===== src/rtl/sync_fifo_flex_pkg.sv =====
// Shared definitions for sync_fifo_flex: width helpers, flag bundle and
// reset values used by the top and its memory sub-block.
package fifo_pkg;

    // Occupancy counter width: must hold 0..depth inclusive.
    function automatic int cnt_w(input int depth);
        return $clog2(depth + 1);
    endfunction

    // Pointer width: indexes 0..depth-1, at least one bit.
    function automatic int ptr_w(input int depth);
        return (depth > 2) ? $clog2(depth) : 1;
    endfunction

    // Occupancy-derived status flags, registered together with COUNT.
    typedef struct packed {
        logic full;
        logic empty;
        logic almost_full;
        logic almost_empty;
    } fifo_flags_t;

    localparam fifo_flags_t FLAGS_RST = '{
        full:         1'b0,
        empty:        1'b1,
        almost_full:  1'b0,
        almost_empty: 1'b1
    };

    localparam logic OVERFLOW_RST  = 1'b0;
    localparam logic UNDERFLOW_RST = 1'b0;
    localparam logic RD_VALID_RST  = 1'b0;

endpackage


===== src/rtl/sync_fifo_flex_if.sv =====
// Handshake/status bundle between a producer/consumer and sync_fifo_flex.
// master: the datapath stage driving requests; slave: the FIFO itself.
interface sync_fifo_flex_if #(
    parameter int DATA_WIDTH = 8,
    parameter int MEM_DEPTH  = 16
) ();
    import fifo_pkg::*;

    logic                            W_INC;
    logic [DATA_WIDTH-1:0]           WR_DATA;
    logic                            R_INC;
    logic [DATA_WIDTH-1:0]           RD_DATA;
    logic                            RD_VALID;
    logic                            FULL;
    logic                            EMPTY;
    logic                            ALMOST_FULL;
    logic                            ALMOST_EMPTY;
    logic [cnt_w(MEM_DEPTH)-1:0]     COUNT;
    logic                            OVERFLOW;
    logic                            UNDERFLOW;

    modport master (
        output W_INC, WR_DATA, R_INC,
        input  RD_DATA, RD_VALID, FULL, EMPTY, ALMOST_FULL, ALMOST_EMPTY,
               COUNT, OVERFLOW, UNDERFLOW
    );

    modport slave (
        input  W_INC, WR_DATA, R_INC,
        output RD_DATA, RD_VALID, FULL, EMPTY, ALMOST_FULL, ALMOST_EMPTY,
               COUNT, OVERFLOW, UNDERFLOW
    );

endinterface


===== src/rtl/sync_fifo_mem.sv =====
// Storage array for sync_fifo_flex: one clocked write port, one
// asynchronous read port. Contents are never reset.
module sync_fifo_mem #(
    parameter int DATA_WIDTH = 8,
    parameter int MEM_DEPTH  = 16
) (
    input  logic                                   clk,
    input  logic                                   wr_en,
    input  logic [fifo_pkg::ptr_w(MEM_DEPTH)-1:0]  wr_ptr,
    input  logic [DATA_WIDTH-1:0]                  wr_data,
    input  logic [fifo_pkg::ptr_w(MEM_DEPTH)-1:0]  rd_ptr,
    output logic [DATA_WIDTH-1:0]                  rd_data
);

    logic [DATA_WIDTH-1:0] mem [MEM_DEPTH];

    // Write the accepted word at the write pointer.
    always_ff @(posedge clk) begin
        if (wr_en) begin
            mem[wr_ptr] <= wr_data;
        end
    end

    assign rd_data = mem[rd_ptr];

endmodule


===== src/rtl/sync_fifo_flex.sv =====
// Single-clock FIFO with arbitrary depth (>= 2), occupancy count,
// almost-full/almost-empty thresholds and sticky overflow/underflow flags.
// Read mode: define SYNC_FIFO_FWFT_EN for first-word-fall-through,
// otherwise RD_DATA is registered on each pop.
module sync_fifo_flex #(
    parameter int DATA_WIDTH = 8,
    parameter int MEM_DEPTH  = 16,
    parameter int AF_LEVEL   = MEM_DEPTH - 2,
    parameter int AE_LEVEL   = 2
) (
    input  logic              CLK,
    input  logic              RST,
    sync_fifo_flex_if.slave   fifo
);
    import fifo_pkg::*;

    localparam int PW = ptr_w(MEM_DEPTH);
    localparam int CW = cnt_w(MEM_DEPTH);

    localparam logic [PW-1:0] PTR_LAST = PW'(MEM_DEPTH - 1);
    localparam logic [CW-1:0] CNT_FULL = CW'(MEM_DEPTH);
    localparam logic [CW-1:0] CNT_AF   = CW'(AF_LEVEL);
    localparam logic [CW-1:0] CNT_AE   = CW'(AE_LEVEL);

    logic [PW-1:0]         w_ptr_q, w_ptr_nxt;
    logic [PW-1:0]         r_ptr_q, r_ptr_nxt;
    logic [CW-1:0]         count_q, count_nxt;
    fifo_flags_t           flags_q, flags_nxt;
    logic                  overflow_q, underflow_q;
    logic                  wr_acc, rd_acc;
    logic [DATA_WIDTH-1:0] mem_rd_data;

    // Accept decisions, next pointers, next count and flags derived from it.
    always_comb begin
        wr_acc    = fifo.W_INC & ~flags_q.full;
        rd_acc    = fifo.R_INC & ~flags_q.empty;
        count_nxt = count_q + CW'(wr_acc) - CW'(rd_acc);

        w_ptr_nxt = w_ptr_q;
        if (wr_acc) begin
            w_ptr_nxt = (w_ptr_q == PTR_LAST) ? '0 : w_ptr_q + PW'(1);
        end

        r_ptr_nxt = r_ptr_q;
        if (rd_acc) begin
            r_ptr_nxt = (r_ptr_q == PTR_LAST) ? '0 : r_ptr_q + PW'(1);
        end

        flags_nxt              = FLAGS_RST;
        flags_nxt.full         = (count_nxt == CNT_FULL);
        flags_nxt.empty        = (count_nxt == '0);
        flags_nxt.almost_full  = (count_nxt >= CNT_AF);
        flags_nxt.almost_empty = (count_nxt <= CNT_AE);
    end

    // Pointer, occupancy and flag registers.
    always_ff @(posedge CLK) begin
        if (RST) begin
            w_ptr_q <= '0;
            r_ptr_q <= '0;
            count_q <= '0;
            flags_q <= FLAGS_RST;
        end else begin
            w_ptr_q <= w_ptr_nxt;
            r_ptr_q <= r_ptr_nxt;
            count_q <= count_nxt;
            flags_q <= flags_nxt;
        end
    end

    // Sticky error flags: latch any request rejected by FULL/EMPTY.
    always_ff @(posedge CLK) begin
        if (RST) begin
            overflow_q  <= OVERFLOW_RST;
            underflow_q <= UNDERFLOW_RST;
        end else begin
            overflow_q  <= overflow_q  | (fifo.W_INC & flags_q.full);
            underflow_q <= underflow_q | (fifo.R_INC & flags_q.empty);
        end
    end

    sync_fifo_mem #(
        .DATA_WIDTH (DATA_WIDTH),
        .MEM_DEPTH  (MEM_DEPTH)
    ) u_mem (
        .clk     (CLK),
        .wr_en   (wr_acc),
        .wr_ptr  (w_ptr_q),
        .wr_data (fifo.WR_DATA),
        .rd_ptr  (r_ptr_q),
        .rd_data (mem_rd_data)
    );

`ifdef SYNC_FIFO_FWFT_EN
    // Head word shown directly; forced to zero while empty so that stale,
    // never-cleared memory contents are not presented after reset.
    assign fifo.RD_DATA  = flags_q.empty ? '0 : mem_rd_data;
    assign fifo.RD_VALID = ~flags_q.empty;
`else
    logic [DATA_WIDTH-1:0] rd_data_q;
    logic                  rd_valid_q;

    // Capture the popped word; RD_VALID pulses for one cycle per pop.
    always_ff @(posedge CLK) begin
        if (RST) begin
            rd_data_q  <= '0;
            rd_valid_q <= RD_VALID_RST;
        end else begin
            rd_valid_q <= rd_acc;
            if (rd_acc) begin
                rd_data_q <= mem_rd_data;
            end
        end
    end

    assign fifo.RD_DATA  = rd_data_q;
    assign fifo.RD_VALID = rd_valid_q;
`endif

    assign fifo.FULL         = flags_q.full;
    assign fifo.EMPTY        = flags_q.empty;
    assign fifo.ALMOST_FULL  = flags_q.almost_full;
    assign fifo.ALMOST_EMPTY = flags_q.almost_empty;
    assign fifo.COUNT        = count_q;
    assign fifo.OVERFLOW     = overflow_q;
    assign fifo.UNDERFLOW    = underflow_q;

endmodule


===== src/flat_wrapper.sv =====
// flat-port wrapper written by rule: the top's interface ports become plain ports
module sync_fifo_flex_flat import fifo_pkg::*;
#(
    parameter int DATA_WIDTH = 8,
    parameter int MEM_DEPTH  = 16,
    parameter int AF_LEVEL   = MEM_DEPTH - 2,
    parameter int AE_LEVEL   = 2
)
  (CLK, RST, fifo_W_INC, fifo_WR_DATA, fifo_R_INC, fifo_RD_DATA, fifo_RD_VALID, fifo_FULL, fifo_EMPTY, fifo_ALMOST_FULL, fifo_ALMOST_EMPTY, fifo_COUNT, fifo_OVERFLOW, fifo_UNDERFLOW);
  sync_fifo_flex_if #(.DATA_WIDTH(DATA_WIDTH), .MEM_DEPTH(MEM_DEPTH)) fifo_i ();
  input  logic CLK;
  input  logic RST;
  input wire logic [$bits(fifo_i.W_INC)-1:0] fifo_W_INC;
  input wire logic [$bits(fifo_i.WR_DATA)-1:0] fifo_WR_DATA;
  input wire logic [$bits(fifo_i.R_INC)-1:0] fifo_R_INC;
  output wire logic [$bits(fifo_i.RD_DATA)-1:0] fifo_RD_DATA;
  output wire logic [$bits(fifo_i.RD_VALID)-1:0] fifo_RD_VALID;
  output wire logic [$bits(fifo_i.FULL)-1:0] fifo_FULL;
  output wire logic [$bits(fifo_i.EMPTY)-1:0] fifo_EMPTY;
  output wire logic [$bits(fifo_i.ALMOST_FULL)-1:0] fifo_ALMOST_FULL;
  output wire logic [$bits(fifo_i.ALMOST_EMPTY)-1:0] fifo_ALMOST_EMPTY;
  output wire logic [$bits(fifo_i.COUNT)-1:0] fifo_COUNT;
  output wire logic [$bits(fifo_i.OVERFLOW)-1:0] fifo_OVERFLOW;
  output wire logic [$bits(fifo_i.UNDERFLOW)-1:0] fifo_UNDERFLOW;
  assign fifo_i.W_INC = fifo_W_INC;
  assign fifo_i.WR_DATA = fifo_WR_DATA;
  assign fifo_i.R_INC = fifo_R_INC;
  assign fifo_RD_DATA = fifo_i.RD_DATA;
  assign fifo_RD_VALID = fifo_i.RD_VALID;
  assign fifo_FULL = fifo_i.FULL;
  assign fifo_EMPTY = fifo_i.EMPTY;
  assign fifo_ALMOST_FULL = fifo_i.ALMOST_FULL;
  assign fifo_ALMOST_EMPTY = fifo_i.ALMOST_EMPTY;
  assign fifo_COUNT = fifo_i.COUNT;
  assign fifo_OVERFLOW = fifo_i.OVERFLOW;
  assign fifo_UNDERFLOW = fifo_i.UNDERFLOW;
  sync_fifo_flex #(.DATA_WIDTH(DATA_WIDTH), .MEM_DEPTH(MEM_DEPTH), .AF_LEVEL(AF_LEVEL), .AE_LEVEL(AE_LEVEL)) u_core (.CLK(CLK), .RST(RST), .fifo(fifo_i));
endmodule

===== config.mk =====
export PLATFORM = sky130hd
export DESIGN_NAME = sync_fifo_flex_flat
export DESIGN_NICKNAME = d
export VERILOG_FILES = /design/src/rtl/sync_fifo_flex_pkg.sv /design/src/rtl/sync_fifo_flex_if.sv /design/src/rtl/sync_fifo_mem.sv /design/src/rtl/sync_fifo_flex.sv /design/src/flat_wrapper.sv
export SDC_FILE = /design/constraint.sdc
export NUM_CORES = 1
export LEC_CHECK = 0
export ABC_AREA = 1
export CAP_MARGIN = 0
export CORE_AREA = 2 2 113 115
export DETAILED_ROUTE_END_ITERATION = 7
export DIE_AREA = 0 0 115 117
export PLACE_DENSITY = 0.73
export SLEW_MARGIN = 20
export SYNTH_ARGS = -nofsm -noshare
export SYNTH_HDL_FRONTEND = slang
export SYNTH_SLANG_ARGS = --single-unit

===== constraint.sdc =====
create_clock -name CLK -period 4.1 [get_ports CLK]
set_input_delay 0.82 -clock CLK [delete_from_list [all_inputs] [get_ports CLK]]
set_output_delay 0.82 -clock CLK [all_outputs]
set_load 0.01 [all_outputs]

* Yosys cells after proc, flatten, opt, wreduce, memory -nomap -nowiden
Memories as Yosys holds them, arrays and structs flattened. A register that Yosys moved wholly into a read port is not among the register bits. Index checks and enable logic that the tools add are counted.
Operators by class: bitwise gates (word level) 8, shifts and indexed selects 0, $lt $le $gt $ge 2, muxes and demuxes 4, $mul 0, add/subtract/negate cells 4, reduce and logical (&&, ||, !) cells 1, divide/modulo/power cells 0, eq/ne operators 3
Operators with widths (count):
- 4-bit by 1-bit adder with 4-bit output (second input constant) | 2
- 4-bit equality test (second input constant) | 2
- 4-bit 2-to-1 mux | 2
- 5-bit by 1-bit adder with 5-bit output | 1
- 5-bit equality test (second input constant) | 1
- 5-bit by 4-bit greater-or-equal comparator with 1-bit output (second input constant) | 1
- 5-bit by 2-bit <= comparator with 1-bit output (second input constant) | 1
- 5-bit zero test | 1
- 5-bit by 1-bit subtractor with 5-bit output | 1
- 1-bit bitwise AND | 4
- 1-bit 2-to-1 mux | 2
- 1-bit inverter | 2
- 1-bit bitwise OR | 2
Word-level totals: memory bits (writable) 128, bits in latches 0, bits in read-only memories 0, input port bits 12, register bits after elaboration 20, memories kept 1
Memory list:
- u_core.u_mem.mem | depth 16, bits a word 8, read ports 1, clocked after Yosys merged registers in 1, write ports 1, RTL line sync_fifo_mem.sv:15 | logic [DATA_WIDTH-1:0] mem [MEM_DEPTH];

* Depth between registers and ports, before layout
Gate-level depths: netlist of the first run.
word-level depth 5, depth in mapped cells 14, mapped depth without buffers 13

* By module
From an unflattened synthesis of the first run, not the netlist that was laid out.
Unflattened totals: cell total of the unflattened synthesis 716, area total of the unflattened synthesis 6866.6 um2
Modules (own cells, without submodules):
- sync_fifo_mem | cells an instance 543, instances 1, sequential area each 3843.7 um2, area an instance 5606.6 um2
- sync_fifo_flex | cells an instance 173, instances 1, sequential area each 560.5 um2, area an instance 1260.0 um2

* Worst setup path before layout of the first run
Ideal clock, no wire load.
kind input to register, from input fifo_R_INC, to register u_core.flags_q, in the netlist u_core.fifo.EMPTY, setup time 0.070 ns, arrival time 2.681 ns, stages 14, path slack 1.349 ns, cell sequence inv_1 nor2_1 clkbuf_1 ha_1 inv_1 ha_1 inv_1 fa_1 nand3b_1 nand2_1 nand2_1 nand3_1 inv_1 a21oi_1
On the way: cells in the longest elaborated chain, start to end 3
RTL lines:
- start: declaration | RTL line flat_wrapper.sv:15 | input wire logic [$bits(fifo_i.R_INC)-1:0] fifo_R_INC;
- 1-bit bitwise AND | RTL line sync_fifo_flex.sv:36 | rd_acc = fifo.R_INC & ~flags_q.empty;
- net u_core.rd_acc | RTL line sync_fifo_flex.sv:30 | logic wr_acc, rd_acc;
- 5-bit by 1-bit subtractor with 5-bit output | RTL line sync_fifo_flex.sv:37 | count_nxt = count_q + CW'(wr_acc) - CW'(rd_acc);
- 5-bit zero test | RTL line sync_fifo_flex.sv:51 | flags_nxt.empty = (count_nxt == '0);
- end signal: assignment | RTL line sync_fifo_flex.sv:67 | flags_q <= flags_nxt;
- end: declaration | RTL line sync_fifo_flex.sv:28 | fifo_flags_t flags_q, flags_nxt;
The timed path passes the listed nets, and every way through them passes these cells. A chain may end at the register's enable or synchronous reset.

* Final worst setup path of the first run
from input fifo_R_INC, to register u_core.flags_q, in the netlist u_core.fifo.ALMOST_FULL
On the way: cells in the longest elaborated chain, start to end 3
RTL lines:
- 1-bit bitwise AND | RTL line sync_fifo_flex.sv:36
- 5-bit by 1-bit subtractor with 5-bit output | RTL line sync_fifo_flex.sv:37
- 5-bit by 4-bit greater-or-equal comparator with 1-bit output | RTL line sync_fifo_flex.sv:52 | flags_nxt.almost_full = (count_nxt >= CNT_AF);
Every way passes these cells.

==> results of run 1 <==
[worst max-delay path: cells and delay by family]
family	cells	cell delay [ps]
adders and majority gates	3	790
and+or+nand+nor	5	620
AOI/OAI and AO/OA	1	120
buffers and inverters	4	620
[stage by stage]
| step | util, % | setup slack, ps | area, um2 |
|---|---|---|---|
| after CTS | 61.9 | 1440 | 7620 |
| after detailed placement | 57.1 | 1000 | 7030 |
| after global placement | 57.1 | 1070 | 7030 |
| after global routing | 61.9 | 1240 | 7620 |
| final | 61.9 | 1410 | 7620 |
| after floorplan | - | 1350 | 6630 |
[cell usage in the layout, fill, tap and decap left out, drive strengths merged, types with 2 or more instances in the layout]
master / synthesis / final
a21oi: 27 / 27
buf: 17 / 3
bufinv: 0 / 2
clkbuf: 9 / 21
clkdlybuf4s50: 0 / 31
clkinv: 2 / 5
dfxtp: 28 / 28
edfxtp: 128 / 128
ha: 10 / 10
inv: 104 / 109
nand2: 178 / 178
nand3: 95 / 95
nand3b: 2 / 2
nor2: 39 / 39
nor3: 2 / 2
o21ai: 13 / 13
xor2: 3 / 3
[power by group]
| part | leakage [nW] | internal [W] | total (W) | switching (W) |
|---|---|---|---|---|
| clock | 0.289 | 0.000940 | 0.00156 | 0.000622 |
| combinational | 1.46 | 0.000356 | 0.00100 | 0.000646 |
| sequential | 1.39 | 0.00182 | 0.00188 | 0.0000602 |
[state kept, by name, summed over array words and instances (netlist names)]
name	count
u_core.fifo.UNDERFLOW	1
u_core.u_mem.mem	128
u_core.fifo.FULL	1
u_core.fifo.RD_DATA	8
u_core.w_ptr_q	4
u_core.r_ptr_q	4
u_core.fifo.RD_VALID	1
u_core.fifo.EMPTY	1
u_core.fifo.ALMOST_FULL	1
u_core.fifo.COUNT	5
u_core.fifo.ALMOST_EMPTY	1
u_core.fifo.OVERFLOW	1
[final timing paths]
check                                           from                      end  slack, ps  cells after the start
worst max-delay path                      fifo_R_INC  u_core.fifo.ALMOST_FULL       1410                     13
worst min-delay path            u_core.fifo.OVERFLOW     u_core.fifo.OVERFLOW        470                      2
worst max register to register     u_core.r_ptr_q[1]   u_core.fifo.RD_DATA[0]       1550                      6
worst min register to register  u_core.fifo.OVERFLOW     u_core.fifo.OVERFLOW        470                      2
[final cells by class]
cell class	instances	share of cell area, %
Clock inverter	11	1.67
Timing Repair Buffer	34	4.37
Multi-Input combinational cell	373	22.4
Tap cell	150	2.46
Inverter	106	5.22
Sequential cell	156	57.8
Clock buffer	21	6.06
[layer usage]
layer	up-vias	GRT usage [%]	routed length (um)
li1	2217	-	-
met3	20	7.83	1360
met1	2218	33.2	6510
met5	-	0	0
met4	0	9.72	231
met2	192	37.2	7160
[kinds of logic (layout without fill, tap and decap cells)]
kind of cell / after synthesis / after routing / share of synthesized area (%)
simple gates: 318 / 318 / 20.0
buf+inv: 132 / 172 / 7.83
compound gates: 40 / 40 / 3.02
flops: 156 / 156 / 66.4
fa+ha+maj: 11 / 11 / 2.19
xor+xnor: 4 / 4 / 0.528
==> impl_results.md, run 1 <==
* Status: complete, no violations
* Critical Path RT at 4390 ps
* # diodes at 0
* Unrepaired setup endpoints after global routing: no
* Initial antenna violation count at 0
* Num ports at 32
* DRT Wirelength at 15300 um
* YS warnings at 0
* Worst-path clk slew at 60 ps
* # setup viols final at 0
* Drc violations at 0
* IO buf count at 31
* Inserted Clock Buffers at 17
* Final Hold Fails at 0
* Final net count at 711
* CTS Sinks at 156
* Critical path endpoint category: flip-flop
* Routed Antenna Nets at 0
* Tot GR Track Use at 24.5%
* Max Clk Rate at 372 MHz
* Post-DP HPWL at ~9700 um
* Clock root cell: clkbuf_16
* Synth area leaders: edfxtp_1, nand2_1, dfxtp_1
* Critical-path cell with the highest stage delay: clkdlybuf4s50_1
* Register bit total from synthesis at 156
* Slew Viols, Final at 0
* Syn_area_per_cell at 10.0 um2
* Largest net degree at the start of global routing at 68
* Top cell type's share of synthesized area at 58.0%
* Area growth, synth to finish at 14.9%
* Critical path data arrival time at 2980 ps
* Post-CTS setup buffer count at 0
* Footprint of the multi-input gates at approximately 1700 um2
* TritonCTS clock tree: yes
* Via count of the first global-routing pass at around 4400
* Non-filler cells, final at between 800 and 900
* Fillers at 993
* Lkg Pwr at roughly 3.1 nW
* Setup crit start kind: primary input
* First-pass GRT wire length at 23500 um
* Global route overflow at 0
* Seq/Total Area, Yosys at 66.4%
* FFs w/ async S/R, synth at 0%
* Hold Path Class: flip-flop to flip-flop
* Max Fanout on Critical Path at 4
* H-tree depth at 4
* Tmin final at 2690 ps
* VDD IR max at 389 uV
* Synthesized area at 6630 um2
* Core Area at approximately 12000 um2
* TritonRoute pass-1 iters at 5
* Setup Crit Path Kind: primary input to flip-flop
* Reg area at 4410 um2
* Tot Pwr at 0.00445 W
* # Max-Cap Violations at 0
* Via count at roughly 4600
* Die area at 13500 um2
* Share of layout cells above drive strength 1 at 4.85%
* Worst-Skew Late Latency at 420 ps
* Routed vias/inst at 5.46
* Initial Utilization at 53.9%
* CP most frequent cell: inv_1
* Placed cells at 819
* CP peak stage delay at 470 ps
* Worst-Margin Slew at 1050 ps
* Count leader, synth: nand2_1
* Power density cells at 584 nW/um2
* Wire length per cell at approximately 18 um
* Final period util at 65.6%
* Post-Route Setup TNS at 0 ps
* Post-CTS sizing at 0
* Post-synth top cells: nand2_1, edfxtp_1, inv_1, nand3_1, nor2_1
* Distinct cells, synth at 21
* Clock Skews at around 10 ps
* Max-slew headroom at approximately 30%
* Hold Slack at 470 ps
* Mapped Nets at ~700
* Chip Height at about 120 um
* CTS Hold Bufs at 0
* Cell Chain, Critical Path: clkdlybuf4s50_1 -> inv_1 -> nor2_1 -> ha_1 -> inv_1 -> ha_1 -> inv_1 -> fa_1 -> nand3b_1 -> nand2_1 -> nand2_1 -> nand3_1 -> o21ai_0
* Die X at 115 um
* Routability cong. at approximately 0.89
* Count of flip-flops with a built-in enable after synthesis at 128
* Mapped Cells at 661
* Longest Clk Path Bufs at 2
* Rows at 41
* Most common flop cell mapped by yosys: edfxtp_1
* Number of DRC markers in iteration 0 at 726
* Yosys top cell by area: edfxtp_1
Note: power is estimated with default switching activity, not from simulation.
==> run 2, diff against run 1 <==
- clock period: 4.1 -> 2.5 ns (I/O delays scaled with it)
==> impl_results.md, run 2 (same netlist as run 1, synthesis figures left out) <==
* Hold Path Class: flip-flop to flip-flop
* Longest Clk Path Bufs at 2 (unchanged)
* Initial Utilization at 53.9% (unchanged)
* Tot GR Track Use at 23.5% (-0.95 points)
* Power density cells at 929 nW/um2 (+59%)
* Area growth, synth to finish at 18.1%
* Tot Pwr at 0.00728 W (+64%)
* Critical-path cell with the highest stage delay: clkdlybuf4s50_1
* Clock Skews at 7.24 ps (-2.60 ps)
* Critical path data arrival time at 2700 ps (-280 ps)
* Commonest non-fill, non-tap cell in the layout: nand2_1
* Via count of the first global-routing pass at 4437 (+0.16%)
* Slew Viols, Final at 0 (unchanged)
* Setup Crit Path Kind: primary input to flip-flop
* Lkg Pwr at 3.28 nW (+4.6%)
* Final net count at 740 (+4.1%)
* Critical Path RT at 2860 ps (-1530 ps)
* Final period util at 93.7%
* CP peak stage delay at 490 ps (+20 ps)
* Number of DRC markers in iteration 0 at 490 (-33%)
* Wire length per cell at 17.1 um (-4.5%)
* Tmin final at 2340 ps
* Worst-path clk slew at 60 ps (about the same)
* Routed vias/inst at 5.36 (-1.8%)
* CP most frequent cell: inv_1
* Max FFs per register at 128 (unchanged)
* Routed Antenna Nets at 0 (unchanged)
* Status: complete, no violations
* DRT Wirelength at 15100 um (-1.3%)
* First-pass GRT wire length at 23000 um (-2.4%)
* Commonest non-fill, non-tap cells in the layout: nand2_1, edfxtp_1, inv_1
* Post-CTS setup buffer count at 0 (unchanged)
* Routability cong. at 0.864 (-2.5%)
* Inserted Clock Buffers at 17 (unchanged)
* Clock root cell: clkbuf_16
* Design Area, Final at 7830 um2 (+2.8%)
* Critical path endpoint category: flip-flop
* Worst-Margin Slew at 664 ps (-384 ps)
* Post-DP HPWL at 9520 um (-2.3%)
* # diodes at 0 (unchanged)
* VDD IR max at 706 uV (+82%)
* Register name with the most flops: u_core.u_mem.mem
* Setup crit start kind: primary input
* Max Clk Rate at 427 MHz
* Global route overflow at 0 (unchanged)
* IO buf count at 31 (unchanged)
* H-tree depth at 4 (unchanged)
* Die area at 13500 um2 (unchanged)
* Worst-Skew Late Latency at 430 ps (about the same)
* Final Hold Fails at 0 (unchanged)
* Placed cell areas at 7260 um2 (+3.3%)
* Die X at 115 um (unchanged)
* # setup viols final at 0 (unchanged)
* Num ports at 32 (unchanged)
* # Max-Cap Violations at 0 (unchanged)
* Via count at 4720 (+1.6%)
* Chip Height at 117 um (unchanged)
* CTS Sinks at 156 (unchanged)
* Largest net degree at the start of global routing at 42 (-38%)
* Drc violations at 0 (unchanged)
* Core Area at 12300 um2 (unchanged)
* TritonRoute pass-1 iters at 5 (unchanged)
* Max Fanout on Critical Path at 4 (unchanged)
* Cell Chain, Critical Path: clkdlybuf4s50_1 -> inv_1 -> nor2_1 -> ha_1 -> inv_1 -> ha_1 -> inv_1 -> fa_1 -> nand3b_1 -> nand2_1 -> nand2_1 -> nand3_2 -> inv_1 -> a21oi_1
* Share of layout cells above drive strength 1 at 8.63% (+3.8 points)
* TritonCTS clock tree: yes
* Initial antenna violation count at 0 (unchanged)
* Max-slew headroom at 55.6% (+25 points)
* Rows at 41 (unchanged)
==> run 2: repair_timing <==
item / in CTS / in global routing
hold buffers: 0 / 0
gates resized for setup: 0 / 1
endpoints found under the setup margin: 0 / 2
==> run 2: area by class of cell <==
type	instances	area (um2)
flip-flops and latches	156	4410
multi-input cells	373	1710
fillers	966	4480
well taps	150	188
repair buffers	63	563
inverters	106	398
clock inverters	9	86.3
clock buffers	23	479
==> run 2: stage by stage <==
stage	hold slack (ps)	utilization, %	std cells	setup TNS (ps)	setup WS (ps)
6_report	469	63.6	880	0	158
5_1_grt	495	63.6	880	-18.7	-15.1
4_1_cts	476	63.6	880	0	166
3_5_place_dp	459	59.0	848	-1340	-280
3_3_place_gp	456	59.0	848	-978	-204
2_1_floorplan	478	-	661	0	69.2
==> run 2: routing by layer <==
| metal | global-route usage (%) | routed length, um | vias up |
|---|---|---|---|
| li1 | - | - | 2259 |
| met1 | 31.2 | 6240 | 2239 |
| met2 | 38.1 | 7370 | 194 |
| met3 | 5.66 | 1140 | 28 |
| met4 | 9.00 | 325 | 0 |
| met5 | 0 | 0 | - |
==> run 2: final timing paths <==
kind | startpoint | to | slack (ps) | cells past startpoint
max | fifo_R_INC | u_core.fifo.EMPTY | 160 | 14
min | u_core.fifo.UNDERFLOW | u_core.fifo.UNDERFLOW | 470 | 2
max reg2reg | u_core.fifo.EMPTY | u_core.fifo.EMPTY | 400 | 12
min reg2reg | u_core.fifo.UNDERFLOW | u_core.fifo.UNDERFLOW | 470 | 2
==> run 2: power by group <==
part           total [W]  switching, W  internal (W)
clock network    0.00246       0.00100       0.00146
logic            0.00171       0.00106      0.000655
registers        0.00310      0.000115       0.00299
==> run 2: worst max-delay path, delay by kind of cell <==
| family | cells | cell delay (ps) |
|---|---|---|
| fa+ha+maj | 3 | 790 |
| buf+inv | 5 | 710 |
| compound gates | 1 | 100 |
| simple gates | 5 | 580 |
==> run 3, diff against run 2 <==
- CORE_AREA: 2 2 113 115 -> 2 2 102 128
- DIE_AREA: 0 0 115 117 -> 0 0 104 130
- PLACE_DENSITY: 0.73 -> 0.74
==> impl_results.md, run 3 (same netlist as run 1, synthesis figures left out) <==
* Worst-path clk slew at 60 ps (about the same)
* Max FFs per register at 128 (unchanged)
* Hold Path Class: flip-flop to flip-flop
* Global route overflow at 0 (unchanged)
* Critical path endpoint category: flip-flop
* Inserted Clock Buffers at 17 (unchanged)
* IO buf count at 31 (unchanged)
* Via count at 4681 (-0.83%)
* First-pass GRT wire length at 22900 um (-0.45%)
* Core Area at 12400 um2 (+0.98%)
* WP buf/inv at 4 (-1)
* Largest net degree at the start of global routing at 68 (+62%)
* Final Hold Fails at 0 (unchanged)
* # diodes at 0 (unchanged)
* Clock root cell: clkbuf_16
* Reg2Reg Depth at 12 (unchanged)
* Register name with the most flops: u_core.u_mem.mem
* Cell Chain, Critical Path: clkdlybuf4s50_1 -> inv_1 -> nor2_2 -> ha_1 -> inv_1 -> ha_1 -> inv_1 -> fa_1 -> nand3b_1 -> nand2_1 -> nand2_1 -> nand3_2 -> nand2_1 -> a21oi_1
* Routed vias/inst at 5.24 (-2.3%)
* Non-filler cells, final at 893 (+1.5%)
* Initial Utilization at 53.3% (-0.52 points)
* Tmin final at 2370 ps (+26.9 ps)
* Final period util at 94.7% (+1.1 points)
* # Max-Cap Violations at 0 (unchanged)
* Max Clk Rate at 422 MHz (-1.1%)
* Slew Viols, Final at 0 (unchanged)
* Number of DRC markers in iteration 0 at 343 (-30%)
* Worst-Margin Slew at 667 ps (+2.41 ps)
* Chip Height at 130 um (+11%)
* DRT Wirelength at 14400 um (-4.3%)
* Clock Skews at 8.99 ps (+1.75 ps)
* RR Endpoint: u_core.fifo.ALMOST_EMPTY
* Tot GR Track Use at 22.7% (-0.86 points)
* M2 GR Usage at 40.1% (+2.1 points)
* Die area at 13500 um2 (+0.48%)
* GRT busiest layer: met2
* Max Fanout on Critical Path at 4 (unchanged)
* Lkg Pwr at 3.29 nW (+0.44%)
* WP depth at 14 (unchanged)
* Placed cells at 861 (+1.5%)
* Worst-Skew Late Latency at 430 ps (about the same)
* Setup Crit Path Kind: primary input to flip-flop
* Post-DP HPWL at 9240 um (-3.0%)
* Initial antenna violation count at 0 (unchanged)
* R2r setup slk at 360 ps (-40 ps)
* Final net count at 735 (-0.68%)
* Worst setup endpoint: u_core.fifo.ALMOST_EMPTY
* TritonRoute pass-1 iters at 5 (unchanged)
* Critical-path cell with the highest stage delay: clkdlybuf4s50_1
* RR Startpoint: u_core.fifo.EMPTY
* Fillers at 971 (+0.52%)
* Commonest non-fill, non-tap cells in the layout: nand2_1, edfxtp_1, inv_1
* Via count of the first global-routing pass at 4677 (+5.4%)
* Final WS setup at 131 ps (-26.9 ps)
* Routability cong. at 0.826 (-4.5%)
* Place WS at -336 ps (-55.6 ps)
* Wire length per cell at 16.1 um (-5.7%)
* Critical path data arrival time at 2720 ps (+20 ps)
* H-tree depth at 4 (unchanged)
* CP peak stage delay at 490 ps (about the same)
* Footprint of the multi-input gates at 1720 um2 (+0.37%)
* Routed Antenna Nets at 0 (unchanged)
* CTS Sinks at 156 (unchanged)
* Setup crit start kind: primary input
* Top delay family on crit path: adder cells
* Rows at 46 (+12%)
* Worst setup startpoint: fifo_R_INC
* Drc violations at 0 (unchanged)
* Critical Path RT at 2850 ps (about the same)
* Status: complete, no violations
* # setup viols final at 0 (unchanged)
* Tot Pwr at 0.00733 W (+0.69%)
* Commonest non-fill, non-tap cell in the layout: nand2_1
* Power density cells at 928 nW/um2 (-0.11%)
* GR Layer Usage met1 at 25.3% (-5.9 points)
* VDD IR max at 753 uV (+6.6%)
* Longest Clk Path Bufs at 2 (unchanged)
* Num ports at 32 (unchanged)
* Grt met3 use at 5.94% (+0.28 points)
* TritonCTS clock tree: yes
* Share of layout cells above drive strength 1 at 8.83% (+0.20 points)
* Die X at 104 um (-9.6%)
* Reg area at 4410 um2 (unchanged)
* Area growth, synth to finish at 19.1%
* Max-slew headroom at 55.4% (-0.16 points)
-- run 3: cell type report --
type | instances | area share (%)
clock buffers | 23 | 7.00
clock inverters | 9 | 0.903
inverters | 106 | 5.04
multi-input cells | 373 | 21.8
flip-flops and latches | 156 | 55.8
well taps | 168 | 2.66
repair buffers | 58 | 6.81
-- run 3: report_power, final --
part           internal [W]  switching, W  total, W  leakage [nW]
Sequential          0.00299      0.000105   0.00309          1.39
Clock               0.00157       0.00101   0.00257         0.310
Combinational      0.000654       0.00101   0.00166          1.59
-- run 3: worst min path at each step --
stage | endpoint | cells past startpoint | from
floorplan | u_core.w_ptr_q[2] | 2 | u_core.w_ptr_q[2]
CTS | u_core.fifo.UNDERFLOW | 2 | u_core.fifo.UNDERFLOW
finish | u_core.fifo.UNDERFLOW | 2 | u_core.fifo.UNDERFLOW
detailed placement | u_core.fifo.UNDERFLOW | 2 | u_core.fifo.UNDERFLOW
global route | u_core.fifo.UNDERFLOW | 2 | u_core.fifo.UNDERFLOW
global placement | u_core.fifo.UNDERFLOW | 2 | u_core.fifo.UNDERFLOW
-- run 3: worst min-delay path, delay by kind of cell (launching register included) --
family          cells  cell delay (ps)
simple gates        1               80
compound gates      1               40
flops               1              330
-- run 3: through the flow --
stage          cell area (um2)  hold WS (ps)  TNS [ps]  util (%)
3_5_place_dp              7260           462     -1590      58.4
3_3_place_gp              7260           455      -942      58.4
2_1_floorplan             6630           478         0         -
5_1_grt                   7900           543     -11.0      63.5
4_1_cts                   7880           487         0      63.4
6_report                  7900           485         0      63.5
-- run 3: timing repair --
item / CTS / global route
resized for setup: 0 / 3
hold buffers: 0 / 0
setup buffers: 0 / 0
endpoints found under the setup margin: 0 / 3
-- run 3: per-layer routing --
metal  wire length [um]  vias up
met5                  0        -
met4                569        0
met3                824       36
met2               7510      149
met1               5510     2239
li1                   -     2257
